===== src/rtl/letreiro_pkg.sv =====
// Shared constants for the marquee sequencer: symbol codes, message ROM, state codes.
package letreiro_pkg;

  localparam logic [2:0] ESPACO = 3'd0;
  localparam logic [2:0] G      = 3'd1;
  localparam logic [2:0] A      = 3'd2;
  localparam logic [2:0] B      = 3'd3;
  localparam logic [2:0] R      = 3'd4;
  localparam logic [2:0] I      = 3'd5;
  localparam logic [2:0] E      = 3'd6;
  localparam logic [2:0] L      = 3'd7;

  localparam int TAM_MSG = 8;

  localparam logic [2:0] MSG_ROM [TAM_MSG] = '{G, A, B, R, I, E, L, ESPACO};

  // Sequencer state codes
  localparam logic [1:0] PARADO  = 2'd0;
  localparam logic [1:0] ROLANDO = 2'd1;
  localparam logic [1:0] PAUSADO = 2'd2;

  typedef logic [1:0] estado_t;

endpackage


===== src/rtl/letreiro_prescaler.sv =====
// Scroll-rate prescaler: counts 0..DIV-1 while enabled, ticks on the terminal count.
module letreiro_prescaler #(
  parameter int DIV = 50000000
) (
  input  logic clock,
  input  logic limpar,
  input  logic habilitar,
  output logic tick
);

  localparam int CW = (DIV > 1) ? $clog2(DIV) : 1;
  localparam logic [CW-1:0] TERM = CW'(DIV - 1);

  logic [CW-1:0] conta;

  // Disabled means parked at zero, so re-enabling always starts a full interval.
  always_ff @(posedge clock) begin
    if (limpar || !habilitar) begin
      conta <= '0;
    end else if (conta == TERM) begin
      conta <= '0;
    end else begin
      conta <= conta + CW'(1);
    end
  end

  assign tick = habilitar && (conta == TERM);

endmodule


===== src/rtl/letreiro_rolagem.sv =====
// Marquee sequencer: scrolls a NUM_DISP-wide window over the message ROM.
// Build option LETREIRO_DIRECAO_EN adds the direcao input for reverse scrolling.
//
//   state   | meaning
//   PARADO  | idle after reset/limpar, display blank
//   ROLANDO | scrolling, one step per DIV cycles
//   PAUSADO | paused, window held
module letreiro_rolagem
  import letreiro_pkg::*;
#(
  parameter int NUM_DISP = 4,
  parameter int MSG_LEN  = TAM_MSG,
  parameter int DIV      = 50000000
) (
  input  logic                       clock,
  input  logic                       reset,
  input  logic                       habilitar,
  input  logic                       limpar,
`ifdef LETREIRO_DIRECAO_EN
  input  logic                       direcao,
`endif
  output logic [3*NUM_DISP-1:0]      codigos,
  output logic [$clog2(MSG_LEN)-1:0] posicao,
  output logic                       volta,
  output logic                       ativo
);

  localparam int PW = $clog2(MSG_LEN);

  estado_t              estado;
  estado_t              prox_estado;
  logic                 passo;
  logic                 vira;
  logic [PW-1:0]        prox_pos;
  logic [3*NUM_DISP-1:0] janela;
  logic                 limpa;

  assign limpa = reset || limpar;

  letreiro_prescaler #(.DIV(DIV)) u_prescaler (
    .clock     (clock),
    .limpar    (limpa),
    .habilitar (estado == ROLANDO),
    .tick      (passo)
  );

  always_comb begin
    prox_estado = estado;
    case (estado)
      PARADO:  if (habilitar)  prox_estado = ROLANDO;
      ROLANDO: if (!habilitar) prox_estado = PAUSADO;
      PAUSADO: if (habilitar)  prox_estado = ROLANDO;
      default: prox_estado = PARADO;
    endcase
  end

  always_comb begin
    prox_pos = posicao;
    vira     = 1'b0;
`ifdef LETREIRO_DIRECAO_EN
    if (direcao) begin
      if (posicao == '0) begin
        prox_pos = PW'(MSG_LEN - 1);
        vira     = 1'b1;
      end else begin
        prox_pos = posicao - PW'(1);
      end
    end else
`endif
    if (posicao == PW'(MSG_LEN - 1)) begin
      prox_pos = '0;
      vira     = 1'b1;
    end else begin
      prox_pos = posicao + PW'(1);
    end
  end

  // Wrap by compare-and-subtract; the sum never exceeds 2*MSG_LEN-2.
  for (genvar k = 0; k < NUM_DISP; k++) begin : g_slot
    logic [PW:0]   soma;
    logic [PW-1:0] idx;
    assign soma = {1'b0, posicao} + (PW+1)'(k);
    assign idx  = (soma >= (PW+1)'(MSG_LEN)) ? PW'(soma - (PW+1)'(MSG_LEN)) : PW'(soma);
    assign janela[3*k +: 3] = MSG_ROM[idx];
  end

  always_ff @(posedge clock) begin
    if (limpa) begin
      estado  <= PARADO;
      posicao <= '0;
      volta   <= 1'b0;
      ativo   <= 1'b0;
      codigos <= '0;
    end else begin
      estado  <= prox_estado;
      ativo   <= (prox_estado == ROLANDO);
      volta   <= passo && vira;
      if (passo) begin
        posicao <= prox_pos;
      end
      codigos <= (estado == PARADO) ? '0 : janela;
    end
  end

endmodule


===== config.mk =====
export PLATFORM = sky130hd
export DESIGN_NAME = letreiro_rolagem
export DESIGN_NICKNAME = d
export VERILOG_FILES = /design/src/rtl/letreiro_pkg.sv /design/src/rtl/letreiro_prescaler.sv /design/src/rtl/letreiro_rolagem.sv
export SDC_FILE = /design/constraint.sdc
export NUM_CORES = 1
export LEC_CHECK = 0
export ABC_CLOCK_PERIOD_IN_PS = 2100
export CAP_MARGIN = 25
export CORE_MARGIN = 2
export CORE_UTILIZATION = 45
export CTS_BUF_LIST = sky130_fd_sc_hd__clkbuf_2
export DETAILED_ROUTE_END_ITERATION = 10
export GPL_TIMING_DRIVEN = 1
export PLACE_DENSITY = 0.69
export SYNTH_ARGS = -nofsm -noshare
export SYNTH_HDL_FRONTEND = slang
export SYNTH_HIERARCHICAL = 1
export SYNTH_SLANG_ARGS = --single-unit

===== constraint.sdc =====
create_clock -name clock -period 2.1 [get_ports clock]
set_clock_uncertainty 0.05 [all_clocks]
set_input_delay 0.21 -clock clock [delete_from_list [all_inputs] [get_ports clock]]
set_output_delay 0.21 -clock clock [all_outputs]
set_load 0.005 [all_outputs]

==> impl_metrics.toml <==
[finish]
num_antenna_cells = 0
fin_nets = 262
design_area_um2 = 2340
synthToLayoutAreaGrowth_pct = 19.0
final_layout_size_suffix_gt1_frac = 0.129

[synthesis]
synth_commonest_cells = "dfxtp_1 (44), nor2_1 (29), inv_1 (14)"
synth_warnings = 6
ys_seq_area_frac = 0.448
synth_edf_count = 0
syn_avg_cell_area_um2 = 8.99
synthCells = 219
synth_area_um2 = 1970
synth_top_area_share = 0.448
async_flop_share = 0
synth_area_leaders = "dfxtp_1 (45%), ha_1 (6.4%), nor2_1 (5.5%)"
ys_ff_latch = 44
ys_types = 40
synth_area_leader_cell = "dfxtp_1"
syn-num-nets = 233
synthFlopType = "dfxtp_1"
synth.most_common_cell = "dfxtp_1"

[placed_design]
placed_area_um2 = 2270
hpwl_um = 2600
io_buffers = 20
globalplace.congestion = 0.814

[worst_setup_path]
critPathMaxStageDelay_ns = 0.62
cp-start-kind = "flip-flop"
cp_top_family = "simple AND/OR/NAND/NOR gates"
crit_type = "reg2reg"
worstPathRequired_ns = 2.42
crit_slowest_cell = "or4_4"
worst-path-buf-inv = 0
arrival_ns = 2.32
cp_cell_sequence = "nand4_1 > or4_4 > or4_1 > a21oi_1"
cp_max_fo = 13
setup.worst_path.end_class = "flip-flop"

[sta]
maxSlewViolCount = 0
grt_setup_unrepaired = "no"
setup_viol = 0
hold_viol_final = 0
period_minus_slack_ns = 2.00
max_freq_mhz = 500
worst_pin_slew_ns = 0.363
fin_crit_sh = 0.952
relSlewSlack = 0.757
finalSetupTns_ns = 0

[power]
p_leak_uw = 0.000767
peakVddDrop_mv = 0.334
power_density_nw_per_um2 = 573

[hold_path]
hold_path.class = "in2reg"

[die]
ios = 21
initial_utilization = 0.458
row_count = 24
die-area_um2 = 4920
coreArea_um2 = 4290
die_h_um = 70.1
fp.dieW_um = 70.1

[drt]
wire_per_inst_um = 12.0
viasPerCell = 5.21
drt_iter0_drc = 62
num_vias = 1567
drc = 0
wirelength_um = 3610
ant_nets = 0
drt-pass1-iter-count = 4

[global_routing]
track_usage = 0.156
grt_pass1_wl_um = 6330
grt_max_degree = 17
first_global_vias = 1498
antenna_found_initial = 0
grt_overflow = 0

[clocking]
cts_hold_buffers = 0
h-tree-depth = 2
cts_tree = "done"
clockBufferDepth = 2
insertion_delay_ns = 0.41
root_buffer = "clkbuf_2"
cts_buffers = 5
cts_setup_buffers = 0
clk_pin_slew_ns = 0.24
cts.sinks = 44

[job]
cap_violations = 0

[status]
status = "complete, no violations"
-- flip-flops by register name (all words and copies together) (netlist names) --
signal             count
posicao                3
u_prescaler/conta     26
volta                  1
ativo                  1
estado                 2
codigos               11
-- cell families after synthesis --
| group | Yosys count | share of synthesized area |
|---|---|---|
| AOI/OAI and AO/OA | 31 | 0.0896 |
| muxes | 4 | 0.0203 |
| adders and majority gates | 11 | 0.0687 |
| buffers and inverters | 23 | 0.0509 |
| xor gates and xnor gates | 15 | 0.0706 |
| DFF | 44 | 0.448 |
| and+or+nand+nor | 91 | 0.252 |
-- worst register-to-register path, delay by kind of cell, from the launching register on --
| kind | cells | cell delay, ns |
|---|---|---|
| DFF | 1 | 0.45 |
| and+or+nand+nor | 3 | 1.30 |
| AOI/OAI and AO/OA | 1 | 0.14 |
-- power by group --
| group | total (uW) | internal (uW) | leakage [uW] | switching [uW] |
|---|---|---|---|---|
| sequential | 843 | 841 | 0.000357 | 1.91 |
| clock | 474 | 199 | 0.0000390 | 275 |
| combinational | 24.5 | 13.8 | 0.000371 | 10.7 |
| total | 1340 | 1050 | 0.000767 | 288 |
-- cell type report --
| cell class | count | area [um2] |
|---|---|---|
| inverters | 15 | 56.3 |
| flip-flops and latches | 44 | 886 |
| repair buffers | 30 | 275 |
| well taps | 52 | 65.1 |
| clock buffers | 5 | 25.0 |
| fillers | 427 | 1950 |
| clock inverters | 3 | 42.5 |
| multi-input cells | 152 | 992 |
-- what timing repair did --
action	in CTS	in global routing
resized for setup	0	4
setup endpoints to repair	0	3
endpoints found under the hold margin	0	0
-- placed cells by master (no fill, tap or decap), drive strengths merged, types with 6 or more instances in the layout --
| master | n |
|---|---|
| buf | 10 |
| inv | 15 |
| nand4 | 9 |
| nand2 | 6 |
| nor2 | 30 |
| o21ai | 10 |
| ha | 10 |
| nor3 | 7 |
| or4 | 7 |
| clkdlybuf4s50 | 20 |
| a21oi | 14 |
| nand3 | 10 |
| xnor2 | 11 |
| or3 | 8 |
| dfxtp | 44 |
-- final timing paths --
check,from,end,slack [ns],cells past startpoint
hold reg to reg,u_prescaler/conta[0],u_prescaler/conta[0],0.43,1
setup reg to reg,u_prescaler/conta[10],u_prescaler/conta[25],0.10,4
setup / recovery,u_prescaler/conta[10],u_prescaler/conta[25],0.10,4
hold / removal,habilitar,estado[1],0.34,2
-- per-stage QoR --
step / hold slack (ns) / util / setup slack [ns] / instances / total power, uW
floorplan: 0.237 / - / 0.0121 / 219 / 869
global placement: 0.395 / 0.529 / 0.173 / 293 / 884
detailed placement: 0.403 / 0.529 / 0.109 / 293 / 884
CTS: 0.314 / 0.544 / 0.0762 / 301 / 1360
global route: 0.315 / 0.545 / 0.0143 / 301 / 1390
finish: 0.341 / 0.545 / 0.102 / 301 / 1340
-- routing by layer --
layer,share of wire,track usage,vias to the layer above
met5,0,0,-
met4,0.0089,0.0449,0
met3,0.040,0.0433,4
met2,0.47,0.253,27
met1,0.48,0.203,722
li1,-,-,814
Power figures use the tool's default switching activity.
==> RTL change: new RTL, same flow settings <==
Register the inputs `habilitar` and `limpar` before use, without a reset. The logic sees them one clock later.
--- a/src/rtl/letreiro_rolagem.sv
+++ b/src/rtl/letreiro_rolagem.sv
@@ -29,2 +29,10 @@
 
+  logic habilitar_q;
+  logic limpar_q;
+
+  always_ff @(posedge clock) begin
+    habilitar_q <= habilitar;
+    limpar_q    <= limpar;
+  end
+
   estado_t              estado;
@@ -37,3 +45,3 @@
 
-  assign limpa = reset || limpar;
+  assign limpa = reset || limpar_q;
 
@@ -49,5 +57,5 @@
     case (estado)
-      PARADO:  if (habilitar)  prox_estado = ROLANDO;
-      ROLANDO: if (!habilitar) prox_estado = PAUSADO;
-      PAUSADO: if (habilitar)  prox_estado = ROLANDO;
+      PARADO:  if (habilitar_q)  prox_estado = ROLANDO;
+      ROLANDO: if (!habilitar_q) prox_estado = PAUSADO;
+      PAUSADO: if (habilitar_q)  prox_estado = ROLANDO;
       default: prox_estado = PARADO;
Behaviour: not the same (Yosys sat finds a counterexample within 4 cycles, from zero or initial values).
==> RTL change against the original RTL <==
- via count increased by 1.2%
- global-route usage increased by 0.11 points
- worst setup slack improved by 0.015 ns
- combinational power decreased by 4%
- fmax increased by 0.75%
- power decreased by 4.8%
- routed wire length increased by 1.4%
- area after synthesis increased by 2.0%
- design area increased by 1.2%
- sequential cell count increased by 2
- critical endpoint is now u_prescaler/conta[23]
==> RTL change: results (changes against the original RTL) <==
Worst setup path
  • Worst path max stage delay: 0.64 ns (+0.02 ns)
  • Critical path destination: u_prescaler/conta[23]
  • Crit. Startpoint: u_prescaler/conta[6]
  • Critical Path AT: 2.27 ns (-0.05 ns)
  • CP max stage cell: or4_4

Timing
  • Highest clock rate: 504 MHz (+0.75%)
  • Hold WS: 0.158 ns (-0.183 ns)
  • Least-Margin Pin Slew: 0.387 ns (+0.0240 ns)

Detailed routing
  • Initial DRC count: 83 (+34%)
  • WL final: 3660 µm (+1.4%)
  • Average wire per standard cell: 12.0 µm (+0.11%)
  • Routed wl met3: 130 µm (-10%)

Cells and area
  • Share of layout cells above drive strength 1: 13.4% (+0.59 points)
  • Nets@finish: 266 (+1.5%)
  • FILL cells: 420 (-1.6%)

Yosys
  • Mean Syn Cell Area: 9.09 µm² (+1.1%)
  • Multiplexer share of the synthesized area: 1.99% (-0.041 points)
  • Syn nets: 235 (+0.86%)
  • Adder-Cell Fraction of Synth Area: 6.73% (-0.14 points)
  • XOR/XNOR Fraction of Synth Area: 6.92% (-0.14 points)
  • Synth top area cells: dfxtp_1, ha_1, nor2_1
  • Complex-gate fraction of the synthesized area: 8.79% (-0.18 points)

Global routing
  • Global Route met1 Usage: 20.9% (+0.64 points)
  • GR Util met2: 24.2% (-1.1 points)
  • GRT Overall Usage: 15.7% (+0.11 points)
  • First-pass GRT wire length: 6400 µm (+0.98%)
  • Met3 Resource Use GR: 4.27% (-0.056 points)
  • Vias in the first global route: 1,458 (-2.7%)
  • Largest net degree at the start of global routing: 27 (+10)

Placement
  • Placed insts: 297 (+1.4%)
  • Hpwl dp: 2640 µm (+1.6%)
  • Placed cell areas: 2320 µm² (+2.3%)

Hold path
  • HP Class: input pin to register
  • Hold Path Sink: habilitar_q

Outcome
  • Run status: finished, final reports clean
## RTL change: cell types whose count changed in the layout (fill, tap and decap cells not counted)
| cell | before | now |
|---|---|---|
| dfxtp_1 | 40 | 42 |
| buf_2 | 0 | 1 |
| buf_4 | 10 | 11 |
| bufinv_16 | 1 | 0 |
| clkbuf_2 | 5 | 6 |
| clkinv_4 | 0 | 1 |
| clkinvlp_4 | 1 | 0 |
| xnor2_1 | 10 | 9 |
| xor2_1 | 4 | 5 |
## RTL change: area by class of cell
type                    count  area share, %
clock buffers               6           1.27
repair buffers             32           12.1
clock inverters             2          0.580
flip-flops and latches     46           39.1
well taps                  52           2.74
multi-input cells         152           41.8
inverters                  15           2.37
## RTL change: power groups by stage
stage	Clock, mW	Combinational [mW]	Sequential [mW]
after floorplan	0	0.00986	0.901
final	0.368	0.0235	0.884
after global placement	0	0.0233	0.901
after detailed placement	0	0.0238	0.901
after global routing	0.416	0.0256	0.886
after CTS	0.384	0.0238	0.885
